==> src/rtl/control_bus_seq.sv <==
// Command-word write sequencer: synchronizes the bus strobes, latches write data
// and steps through ICW1..ICW4 initialization into READY. CTRL_BUS_SEQ_ERR_EN adds seq_err.
module control_bus_seq #(
  parameter int DATA_WIDTH  = 8,
  parameter int SYNC_STAGES = 2
) (
  input  logic                  clk,
  input  logic                  reset,
  input  logic                  cs_n,
  input  logic                  rd_n,
  input  logic                  wr_n,
  input  logic                  a0,
  input  logic [DATA_WIDTH-1:0] data_in,
  output logic [DATA_WIDTH-1:0] internal_bus,
  output logic                  icw1_wr,
  output logic                  icw2_wr,
  output logic                  icw3_wr,
  output logic                  icw4_wr,
  output logic                  ocw1_wr,
  output logic                  ocw2_wr,
  output logic                  ocw3_wr,
`ifdef CTRL_BUS_SEQ_ERR_EN
  output logic                  seq_err,
`endif
  output logic                  read,
  output logic                  init_done,
  output logic                  sngl,
  output logic                  ic4
);

  // SYNC_STAGES == 0 still registers the strobes once.
  localparam int NSTG = (SYNC_STAGES < 1) ? 1 : SYNC_STAGES;
  localparam logic [3:0] SYNC_IDLE = 4'b1110;  // {cs_n, rd_n, wr_n, a0}

  typedef enum logic [2:0] {
    UNINIT    = 3'd0,
    WAIT_ICW2 = 3'd1,
    WAIT_ICW3 = 3'd2,
    WAIT_ICW4 = 3'd3,
    READY     = 3'd4
  } state_t;

  // Pulse vector bit positions: {icw1, icw2, icw3, icw4, ocw1, ocw2, ocw3}
  localparam logic [6:0] P_ICW1 = 7'b1000000;
  localparam logic [6:0] P_ICW2 = 7'b0100000;
  localparam logic [6:0] P_ICW3 = 7'b0010000;
  localparam logic [6:0] P_ICW4 = 7'b0001000;
  localparam logic [6:0] P_OCW1 = 7'b0000100;
  localparam logic [6:0] P_OCW2 = 7'b0000010;
  localparam logic [6:0] P_OCW3 = 7'b0000001;

  logic [3:0]            sync_q [NSTG];
  logic [3:0]            sync_d [NSTG];
  logic                  cs_n_sync, rd_n_sync, wr_n_sync, a0_sync;
  logic                  wa, commit, is_icw1;
  logic                  wa_q, wa_d;
  logic                  a0_lat_q, a0_lat_d;
  logic                  read_q, read_d;
  logic [DATA_WIDTH-1:0] internal_bus_q, internal_bus_d;
  state_t                state_q, state_d;
  logic [6:0]            pulse_q, pulse_d;
  logic                  sngl_q, sngl_d, ic4_q, ic4_d;
  logic                  init_done_q, init_done_d;

  // Synchronizer shift chain.
  always_comb begin
    sync_d[0] = {cs_n, rd_n, wr_n, a0};
    for (int i = 1; i < NSTG; i++) begin
      sync_d[i] = sync_q[i-1];
    end
  end

  // Synchronizer registers, reset to the inactive strobe levels.
  always_ff @(posedge clk or posedge reset) begin
    if (reset) begin
      for (int i = 0; i < NSTG; i++) begin
        sync_q[i] <= SYNC_IDLE;
      end
    end else begin
      sync_q <= sync_d;
    end
  end

  assign {cs_n_sync, rd_n_sync, wr_n_sync, a0_sync} = sync_q[NSTG-1];
  assign wa      = ~wr_n_sync & ~cs_n_sync;
  assign commit  = wa_q & ~wa;
  assign is_icw1 = ~a0_lat_q & internal_bus_q[4];

  // Write capture and read level; a concurrent write masks the read.
  always_comb begin
    wa_d   = wa;
    read_d = ~rd_n_sync & ~cs_n_sync & ~wa;
    if (wa) begin
      internal_bus_d = data_in;
      a0_lat_d       = a0_sync;
    end else begin
      internal_bus_d = internal_bus_q;
      a0_lat_d       = a0_lat_q;
    end
  end

  // Write capture registers.
  always_ff @(posedge clk or posedge reset) begin
    if (reset) begin
      wa_q           <= 1'b0;
      a0_lat_q       <= 1'b0;
      read_q         <= 1'b0;
      internal_bus_q <= '0;
    end else begin
      wa_q           <= wa_d;
      a0_lat_q       <= a0_lat_d;
      read_q         <= read_d;
      internal_bus_q <= internal_bus_d;
    end
  end

  // Command decode on the trailing edge of a write; only bits [4:0] are looked at.
  always_comb begin
    state_d = state_q;
    pulse_d = 7'd0;
    sngl_d  = sngl_q;
    ic4_d   = ic4_q;
    if (commit) begin
      if (is_icw1) begin
        pulse_d = P_ICW1;
        sngl_d  = internal_bus_q[1];
        ic4_d   = internal_bus_q[0];
        state_d = WAIT_ICW2;
      end else begin
        case (state_q)
          UNINIT: begin
            state_d = UNINIT;
          end
          WAIT_ICW2: begin
            if (a0_lat_q) begin
              pulse_d = P_ICW2;
              if (!sngl_q) begin
                state_d = WAIT_ICW3;
              end else if (ic4_q) begin
                state_d = WAIT_ICW4;
              end else begin
                state_d = READY;
              end
            end else begin
              state_d = WAIT_ICW2;
            end
          end
          WAIT_ICW3: begin
            if (a0_lat_q) begin
              pulse_d = P_ICW3;
              state_d = ic4_q ? WAIT_ICW4 : READY;
            end else begin
              state_d = WAIT_ICW3;
            end
          end
          WAIT_ICW4: begin
            if (a0_lat_q) begin
              pulse_d = P_ICW4;
              state_d = READY;
            end else begin
              state_d = WAIT_ICW4;
            end
          end
          READY: begin
            if (a0_lat_q) begin
              pulse_d = P_OCW1;
            end else if (internal_bus_q[3]) begin
              pulse_d = P_OCW3;
            end else begin
              pulse_d = P_OCW2;
            end
          end
          default: begin
            state_d = UNINIT;
          end
        endcase
      end
    end else begin
      pulse_d = 7'd0;
    end
    init_done_d = (state_d == READY);
  end

  // Sequencer state and registered outputs.
  always_ff @(posedge clk or posedge reset) begin
    if (reset) begin
      state_q     <= UNINIT;
      pulse_q     <= 7'd0;
      sngl_q      <= 1'b0;
      ic4_q       <= 1'b0;
      init_done_q <= 1'b0;
    end else begin
      state_q     <= state_d;
      pulse_q     <= pulse_d;
      sngl_q      <= sngl_d;
      ic4_q       <= ic4_d;
      init_done_q <= init_done_d;
    end
  end

`ifdef CTRL_BUS_SEQ_ERR_EN
  logic seq_err_q, seq_err_d, ignored;

  // Sticky flag for commits dropped before READY; the next ICW1 clears it.
  always_comb begin
    ignored = commit & ~is_icw1 &
              ((state_q == UNINIT) | ((state_q != READY) & ~a0_lat_q));
    if (commit & is_icw1) begin
      seq_err_d = 1'b0;
    end else if (ignored) begin
      seq_err_d = 1'b1;
    end else begin
      seq_err_d = seq_err_q;
    end
  end

  // Sequence error register.
  always_ff @(posedge clk or posedge reset) begin
    if (reset) begin
      seq_err_q <= 1'b0;
    end else begin
      seq_err_q <= seq_err_d;
    end
  end

  assign seq_err = seq_err_q;
`endif

  assign internal_bus = internal_bus_q;
  assign {icw1_wr, icw2_wr, icw3_wr, icw4_wr, ocw1_wr, ocw2_wr, ocw3_wr} = pulse_q;
  assign read      = read_q;
  assign init_done = init_done_q;
  assign sngl      = sngl_q;
  assign ic4       = ic4_q;

endmodule

==> config.mk <==
export PLATFORM = sky130hd
export DESIGN_NAME = control_bus_seq
export DESIGN_NICKNAME = d
export VERILOG_FILES = /design/src/rtl/control_bus_seq.sv
export SDC_FILE = /design/constraint.sdc
export NUM_CORES = 1
export LEC_CHECK = 0
export CORE_MARGIN = 2
export CORE_UTILIZATION = 45
export CTS_BUF_LIST = sky130_fd_sc_hd__clkbuf_8
export DETAILED_ROUTE_END_ITERATION = 12
export PLACE_DENSITY = 0.71
export SETUP_SLACK_MARGIN = 0.5
export SLEW_MARGIN = 20
export SYNTH_ARGS = -nofsm -noshare
export SYNTH_HDL_FRONTEND = slang
export SYNTH_SLANG_ARGS = --single-unit
==> constraint.sdc <==
create_clock -name clk -period 1.9 [get_ports clk]
set_clock_uncertainty 0.05 [all_clocks]
set_input_delay 0.475 -clock clk [delete_from_list [all_inputs] [get_ports clk]]
set_output_delay 0.475 -clock clk [all_outputs]
set_load 0.005 [all_outputs]
# Word-level counts from Yosys, hierarchy flattened
# Cells that the tools add are included.
dict set report totals {
  latch_bits 0
  rom_bits 0
  reg_bits 32
  ram_bits 0
  elab_cells 43
  output_inout_bits 19
  input_bits 14
  n_memories 0
}
dict set report op_classes {
  n_reduce_logical 1
  eq_ne 5
  multipliers 0
  mux 16
  bitwise_logic 10
  shift 0
  order_cmp 0
  n_div 0
  n_addsub 0
}
# cell count
set op_table {}
lappend op_table {{$mux 3} 8}
lappend op_table {{$pmux 6 s4} 1}
lappend op_table {{$mux 7} 2}
lappend op_table {{$pmux 3 s4} 1}
lappend op_table {{$eq 3x2->1 const B} 2}
lappend op_table {{$eq 3x3->1 const B} 2}
lappend op_table {{$mux 6} 1}
lappend op_table {{$and 1x1->1} 5}
lappend op_table {{$mux 5} 1}
lappend op_table {{$not 1->1} 5}
lappend op_table {{$mux 4} 1}
lappend op_table {{$eq 3x1->1 const B} 1}
lappend op_table {{$mux 2} 1}
lappend op_table {{$reduce_and 2->1} 1}

# Logic depth before layout (Yosys ltp)
dict set report logic_depth {
  word_depth 7
  ltp_mapped 5
  depth_no_buf 4
}

# Worst setup path before layout
# No wires, ideal clock.
dict set report synth_path {
  kind {reg2reg}
  startpoint {register sync_q, in the netlist cs_n_sync}
  endpoint {register ic4_q, in the netlist ic4}
  path_slack_ns 0.612
  t_required_ns 1.722
  synth_period_minus_slack_ns 1.288
  n_path_buf 0
  t_arrival_ns 1.111
  setup_ns 0.128
  stages_incl_launch_ff 4
  path_cell_list {dfstp_2 -> o21ai_2 -> nor2_2 -> mux2_1}
}
dict set report synth_between {
  elab_chain_len 5
}
# item line_no
set synth_rtl {}
lappend synth_rtl {{from (decl)} 52} ;# logic [3:0] sync_q [NSTG];
lappend synth_rtl {{from (signal assigned)} 80} ;# sync_q <= sync_d;
lappend synth_rtl {{$not 1->1} 85} ;# assign wa = ~wr_n_sync & ~cs_n_sync;
lappend synth_rtl {{$and 1x1->1} 85}
lappend synth_rtl {{$not 1->1} 86} ;# assign commit = wa_q & ~wa;
lappend synth_rtl {{$and 1x1->1} 86}
lappend synth_rtl {{$reduce_and 2->1 (no source line)} n/a}
lappend synth_rtl {{to (signal assigned)} 196} ;# ic4_q <= ic4_d;
lappend synth_rtl {{to (decl)} 62} ;# logic sngl_q, sngl_d, ic4_q, ic4_d;
# No other way between the ends.
# A chain may end at the register's enable or synchronous reset.

# Worst setup path in the final report
dict set report layout_path {
  startpoint {register internal_bus_q[4], in the netlist internal_bus[4]}
  endpoint {output port internal_bus[4]}
}
# item line_no
set layout_lines {}
lappend layout_lines {{from (decl)} 59} ;# logic [DATA_WIDTH-1:0] internal_bus_q, internal_bus_d;
lappend layout_lines {{from (signal assigned)} 113} ;# internal_bus_q <= internal_bus_d;
lappend layout_lines {{to (decl)} 14} ;# output logic [DATA_WIDTH-1:0] internal_bus,
# No word-level cell between the ends.

==> reports/results.txt <==
Net Count, Synth - 100
via count - 804
ANT cells - 0
RSZ-0062 raised after global routing - yes
Worst-Skew Late Latency - 290 ps
Register Area - 815 um2
CTS clk-pin slew, worst paths - 70 ps
Die ar. - 0.00322 mm2
Bufs and invs on worst path - 1
Initial Util - 0.463
wire length per cell - 13.9 um
CP max stage delay - 400 ps
Die Y-Extent - 56.8 um
vias in the first global route - 803
Max Clk Rate - 707 MHz
status - finished clean
IO Count - 33
XOR/XNOR Fraction of Synth Area - 0
Slew Limit Fails - 0
Residual DRC - 0
Core Area - 0.00271 mm2
Adder-Cell Fraction of Synth Area - 0
fillcell total - 228
post-synthesis sequential area ratio - 0.645
initial antenna violation count - 0
Cell Rows - 19
CTS tree - built
simple-gate share of the synthesized area - 0.122
multi-input combinational cell area - 414 um2
CP Data Required Time - 1370 ps
most frequent cells in the layout - dfrtp_1 (21), clkdlybuf4s50_1 (13), buf_2 (9), buf_4 (9), mux2_2 (8)
Area Growth Syn to Fin - 34.7%
Pre-antenna DRT Iters - 4
critical-path cell list - clkdlybuf4s15_1
Max-Cap Viols - 0
routed vias/inst - 4.96
CTS root buffer - clkbuf_8
CP arrival - 890 ps
Slowest-stage cell, CP - dfrtp_2
total of warnings raised by yosys - 0
Final Hold Fails - 0
placed instance area - 0.00159 mm2
Max FO, Critical Path - 2
grt ovf - 0
Num CTS Buffers - 5
Layout Cells excl Fill - 162
period utilization - 0.744
HP Class - reg2reg
first-pass GRT wire length - 3.68 mm
delay-heaviest family, CP - flip-flops
Tmin final - 1410 ps
Mapped Cells - 86
multiplexer share of the synthesized area - 0.0898
Worst setup SP type - flip-flop
DP Cell Count - 146
1st-iter DRT viols - 6
commonest non-fill, non-tap cell in the layout - dfrtp_1
maximum VDD drop - 0.726 mV
H-Tree Depth - 2
gpl congestion - 0.862
Compound-Gate Fraction of Synth Area - 0.110
Die W - 56.8 um
post-synthesis cell type count - 35
critical path class - reg2out
share of cells above drive strength 1 - 0.473
LEAKAGE - 0.751 nW
# clock sinks - 32
Post-DRT Antenna Nets - 0
CP Capture Type - output port
Worst slew margin - 0.678
port bufs - 32
Syn Area/Cell - 14.6 um2
PwrDens - 996 mW/mm2
Clock Tree Buf Depth - 2
Post-DP HPWL - 1.51 mm
worst-margin pin slew - 483 ps
fin area - 0.00169 mm2
setup TNS - 0 ps
largest net degree at the start of global routing - 33
nets@finish - 144
final WL - 2.25 mm
Mapped Area - 0.00125 mm2
#FFs+latches synth - 32
combinational family with the most area after synthesis - simple AND/OR/NAND/NOR gates
final setup vio count - 0
Global Route Usage Sum - 0.156
==> area by class of cell <==
class	instances	area share
Inverter	3	0.00667
Sequential cell	32	0.482
Clock inverter	3	0.0141
Tap cell	31	0.0230
Clock buffer	5	0.0407
Timing Repair Buffer	41	0.188
Multi-Input combinational cell	47	0.245
==> routing by layer <==
| metal | wire, um | share of wire | GRT usage | up-vias |
|---|---|---|---|---|
| met2 | 992 | 0.44 | 0.229 | 30 |
| met3 | 159 | 0.071 | 0.0668 | 3 |
| met1 | 1060 | 0.47 | 0.201 | 382 |
| li1 | - | - | - | 389 |
| met4 | 38 | 0.017 | 0.0698 | 0 |
| met5 | 0 | 0 | 0 | - |
==> state kept, by name, summed over array words and instances, names as in the netlist, 3 cells and up <==
signal and cells:
pulse_q 7, state_q 3, internal_bus 8, sync_d 4
==> worst paths after layout <==
path | endpoint | slack, ps | start | cells after the start
max reg2reg | sngl | 520 | cs_n_sync | 3
min reg2reg | a0_sync | 310 | sync_d[0] | 0
max | internal_bus[4] | 490 | internal_bus[4] | 1
max in group asynchronous | rd_n_sync | 970 | reset | 3
min | a0_sync | 310 | sync_d[0] | 0
min in group asynchronous | pulse_q[1] | 510 | reset | 3
==> per-stage QoR <==
| step | setup slack, ps | total power, W | hold slack, ps | utilization |
|---|---|---|---|---|
| final | 486 | 0.00168 | 306 | 0.623 |
| after global routing | 438 | 0.00178 | 311 | 0.623 |
| after CTS | 416 | 0.00170 | 308 | 0.625 |
| after detailed placement | 293 | 0.00117 | 293 | 0.586 |
| after global placement | 329 | 0.00116 | 284 | 0.586 |
| after floorplan | 612 | 0.000996 | 281 | - |
==> logic make-up after synthesis <==
logic type / after synthesis
flops: 32
compound gates: 15
mux: 10
buf+inv: 7
simple gates: 22
==> synthesized netlist by cell type <==
library cell / instances / share of area
a21boi_1: 1 / 0.0060
a21o_1: 1 / 0.0060
a21oi_1: 2 / 0.0080
a22o_1: 1 / 0.0070
and3_1: 1 / 0.0050
buf_2: 1 / 0.0040
buf_4: 2 / 0.012
buf_6: 1 / 0.0090
dfrtp_1: 26 / 0.52
dfstp_2: 6 / 0.13
inv_1: 3 / 0.0090
mux2_1: 2 / 0.018
mux2_2: 8 / 0.072
nand2_1: 5 / 0.015
nand2b_1: 1 / 0.0050
nand2b_2: 1 / 0.0070
nand3b_1: 1 / 0.0060
nand3b_2: 1 / 0.0090
nand4b_1: 1 / 0.0070
nor2_1: 3 / 0.0090
nor2_2: 1 / 0.0050
nor2b_1: 1 / 0.0050
nor3b_1: 2 / 0.012
nor3b_2: 2 / 0.020
nor4_1: 1 / 0.0050
nor4b_2: 1 / 0.012
o211ai_1: 1 / 0.0060
o211ai_2: 1 / 0.010
o21a_1: 1 / 0.0060
o21a_4: 1 / 0.012
o21ai_0: 2 / 0.0080
o21ai_2: 1 / 0.0070
o21bai_1: 1 / 0.0060
o221a_4: 1 / 0.016
o221ai_2: 1 / 0.012
==> repair_timing <==
action,in CTS,in global routing
hold buffers,0,0
gates resized for setup,59,9
buffers inserted,7,1
setup endpoints to repair,30,17
pin swaps,1,2
==> power by group <==
| part | internal (W) | switching (W) | total (W) |
|---|---|---|---|
| Combinational | 0.000194 | 0.000144 | 0.000338 |
| Sequential | 0.000767 | 0.0000592 | 0.000827 |
| Clock | 0.000259 | 0.000259 | 0.000517 |
| Total | 0.00122 | 0.000462 | 0.00168 |
Power figures use the tool's default switching activity.
==> RTL edit, RTL diff (config.mk and constraints unchanged) <==
Encoding of `state_t`: now one-hot (5 bits for 5 states).
--- a/src/rtl/control_bus_seq.sv
+++ b/src/rtl/control_bus_seq.sv
@@ -32,12 +32,12 @@
   localparam int NSTG = (SYNC_STAGES < 1) ? 1 : SYNC_STAGES;
   localparam logic [3:0] SYNC_IDLE = 4'b1110;  // {cs_n, rd_n, wr_n, a0}
 
-  typedef enum logic [2:0] {
-    UNINIT    = 3'd0,
-    WAIT_ICW2 = 3'd1,
-    WAIT_ICW3 = 3'd2,
-    WAIT_ICW4 = 3'd3,
-    READY     = 3'd4
+  typedef enum logic [4:0] {
+    UNINIT    = 5'b00001,
+    WAIT_ICW2 = 5'b00010,
+    WAIT_ICW3 = 5'b00100,
+    WAIT_ICW4 = 5'b01000,
+    READY     = 5'b10000
   } state_t;
 
   // Pulse vector bit positions: {icw1, icw2, icw3, icw4, ocw1, ocw2, ocw3}
Check against the original RTL: no difference found for any inputs over 10 cycles, from zero or initial values and one cycle with reset high; not proved beyond that.
==> RTL edit against the unedited design <==
- sequential share of layout area shrank 4.6 points
- worst hold slack worse by 0.0077 ns
- routed wire length up 36%
- sequential cell count increased by 2
- combinational power increased by 34%
- area after synthesis grew 8.7%
- power up 13%
- setup slack got worse by 0.36 ns
- final area grew 18%
- final cell count is 18% higher
- highest routed layer unchanged
==> RTL edit: results (changes against the unedited design) <==
{| class="wikitable"
! Metric !! Value
|-
| GP Congestion || 0.884 (+2.5%)
|-
| DRC violation total after the first TritonRoute iteration || 18 (+12)
|-
| Number of fill cells || 200 (-12%)
|-
| Global-route track usage on met1 || 0.245 (+0.0440)
|-
| Biggest fanout along the worst timing path || 6 (+4)
|-
| Area added between synthesis and finish || 45.7%
|-
| Reg-to-reg slack, setup || 0.13 ns (-0.39 ns)
|-
| Total chip power || 0.00191 W (+13%)
|-
| Leakage power figure || 0.894 nW (+19%)
|-
| Placed Cells || 164 (+12%)
|-
| VDD IR-drop max || 0.000701 V (-3.4%)
|-
| Ranking of synthesized cells by instance count || sky130_fd_sc_hd__dfrtp_1 (27), sky130_fd_sc_hd__mux2_2 (11), sky130_fd_sc_hd__dfstp_2 (7), sky130_fd_sc_hd__nand2_1 (7), sky130_fd_sc_hd__nor2_1 (6)
|-
| Via count of the routed design || 1035 (+29%)
|-
| Layout cells sized above 1 || 0.538 (+0.0642)
|-
| Setup slack at placement || 0.103 ns (-0.190 ns)
|-
| Post-synth net total || 114 (+14%)
|-
| End of the critical path || pulse_q[1]$_DFF_PP0_
|-
| Largest net degree at the start of global routing || 35 (+6.1%)
|-
| Number of non-filler instances in the completed layout || 191 (+18%)
|-
| Met3 track utilization from global routing || 0.0480 (-0.0188)
|-
| Number of buffers inserted to repair setup after CTS || 15 (+8)
|-
| Post-route worst hold slack || 0.298 ns (-0.00774 ns)
|-
| Maximum operating frequency || 564 MHz (-20%)
|-
| Number of unique standard cell types used by synthesis || 37 (+5.7%)
|-
| Outcome || complete, no violations
|-
| Largest stage delay, worst path || 0.56 ns (+0.16 ns)
|-
| Met3 routed WL || 164 um (+3.1%)
|-
| Kind of cell adding the most delay to the critical path || simple AND/OR/NAND/NOR gates
|-
| Xor and xnor area share after synthesis || 0.00643 (+0.00643)
|-
| Net load switching power || 0.000553 W (+20%)
|-
| GRT met2 Usage || 0.322 (+0.0930)
|-
| Proportion of synthesized area in mux cells || 0.0983 (+0.00843)
|-
| Number of instances resized during post-cts repair || 71 (+20%)
|-
| Post-DP HPWL || 1.77 mm (+17%)
|}
-- RTL edit: changes by cell type after synthesis, moves of 2 or more --
cell	before	now
sky130_fd_sc_hd__mux2_2	8	11
sky130_fd_sc_hd__nor2_1	3	6
sky130_fd_sc_hd__nor2b_1	1	4
sky130_fd_sc_hd__buf_4	2	0
sky130_fd_sc_hd__mux2_1	2	0
sky130_fd_sc_hd__nand2_1	5	7
sky130_fd_sc_hd__nor3_1	0	2
sky130_fd_sc_hd__o21ai_1	0	2
-- RTL edit: final cells by class --
| class | instances | share of cell area |
|---|---|---|
| clock buffer | 6 | 0.0416 |
| clock inverter | 2 | 0.00630 |
| inverter | 2 | 0.00378 |
| multi-input combinational | 61 | 0.268 |
| sequential | 34 | 0.437 |
| tap | 31 | 0.0195 |
| timing repair buffer | 55 | 0.224 |
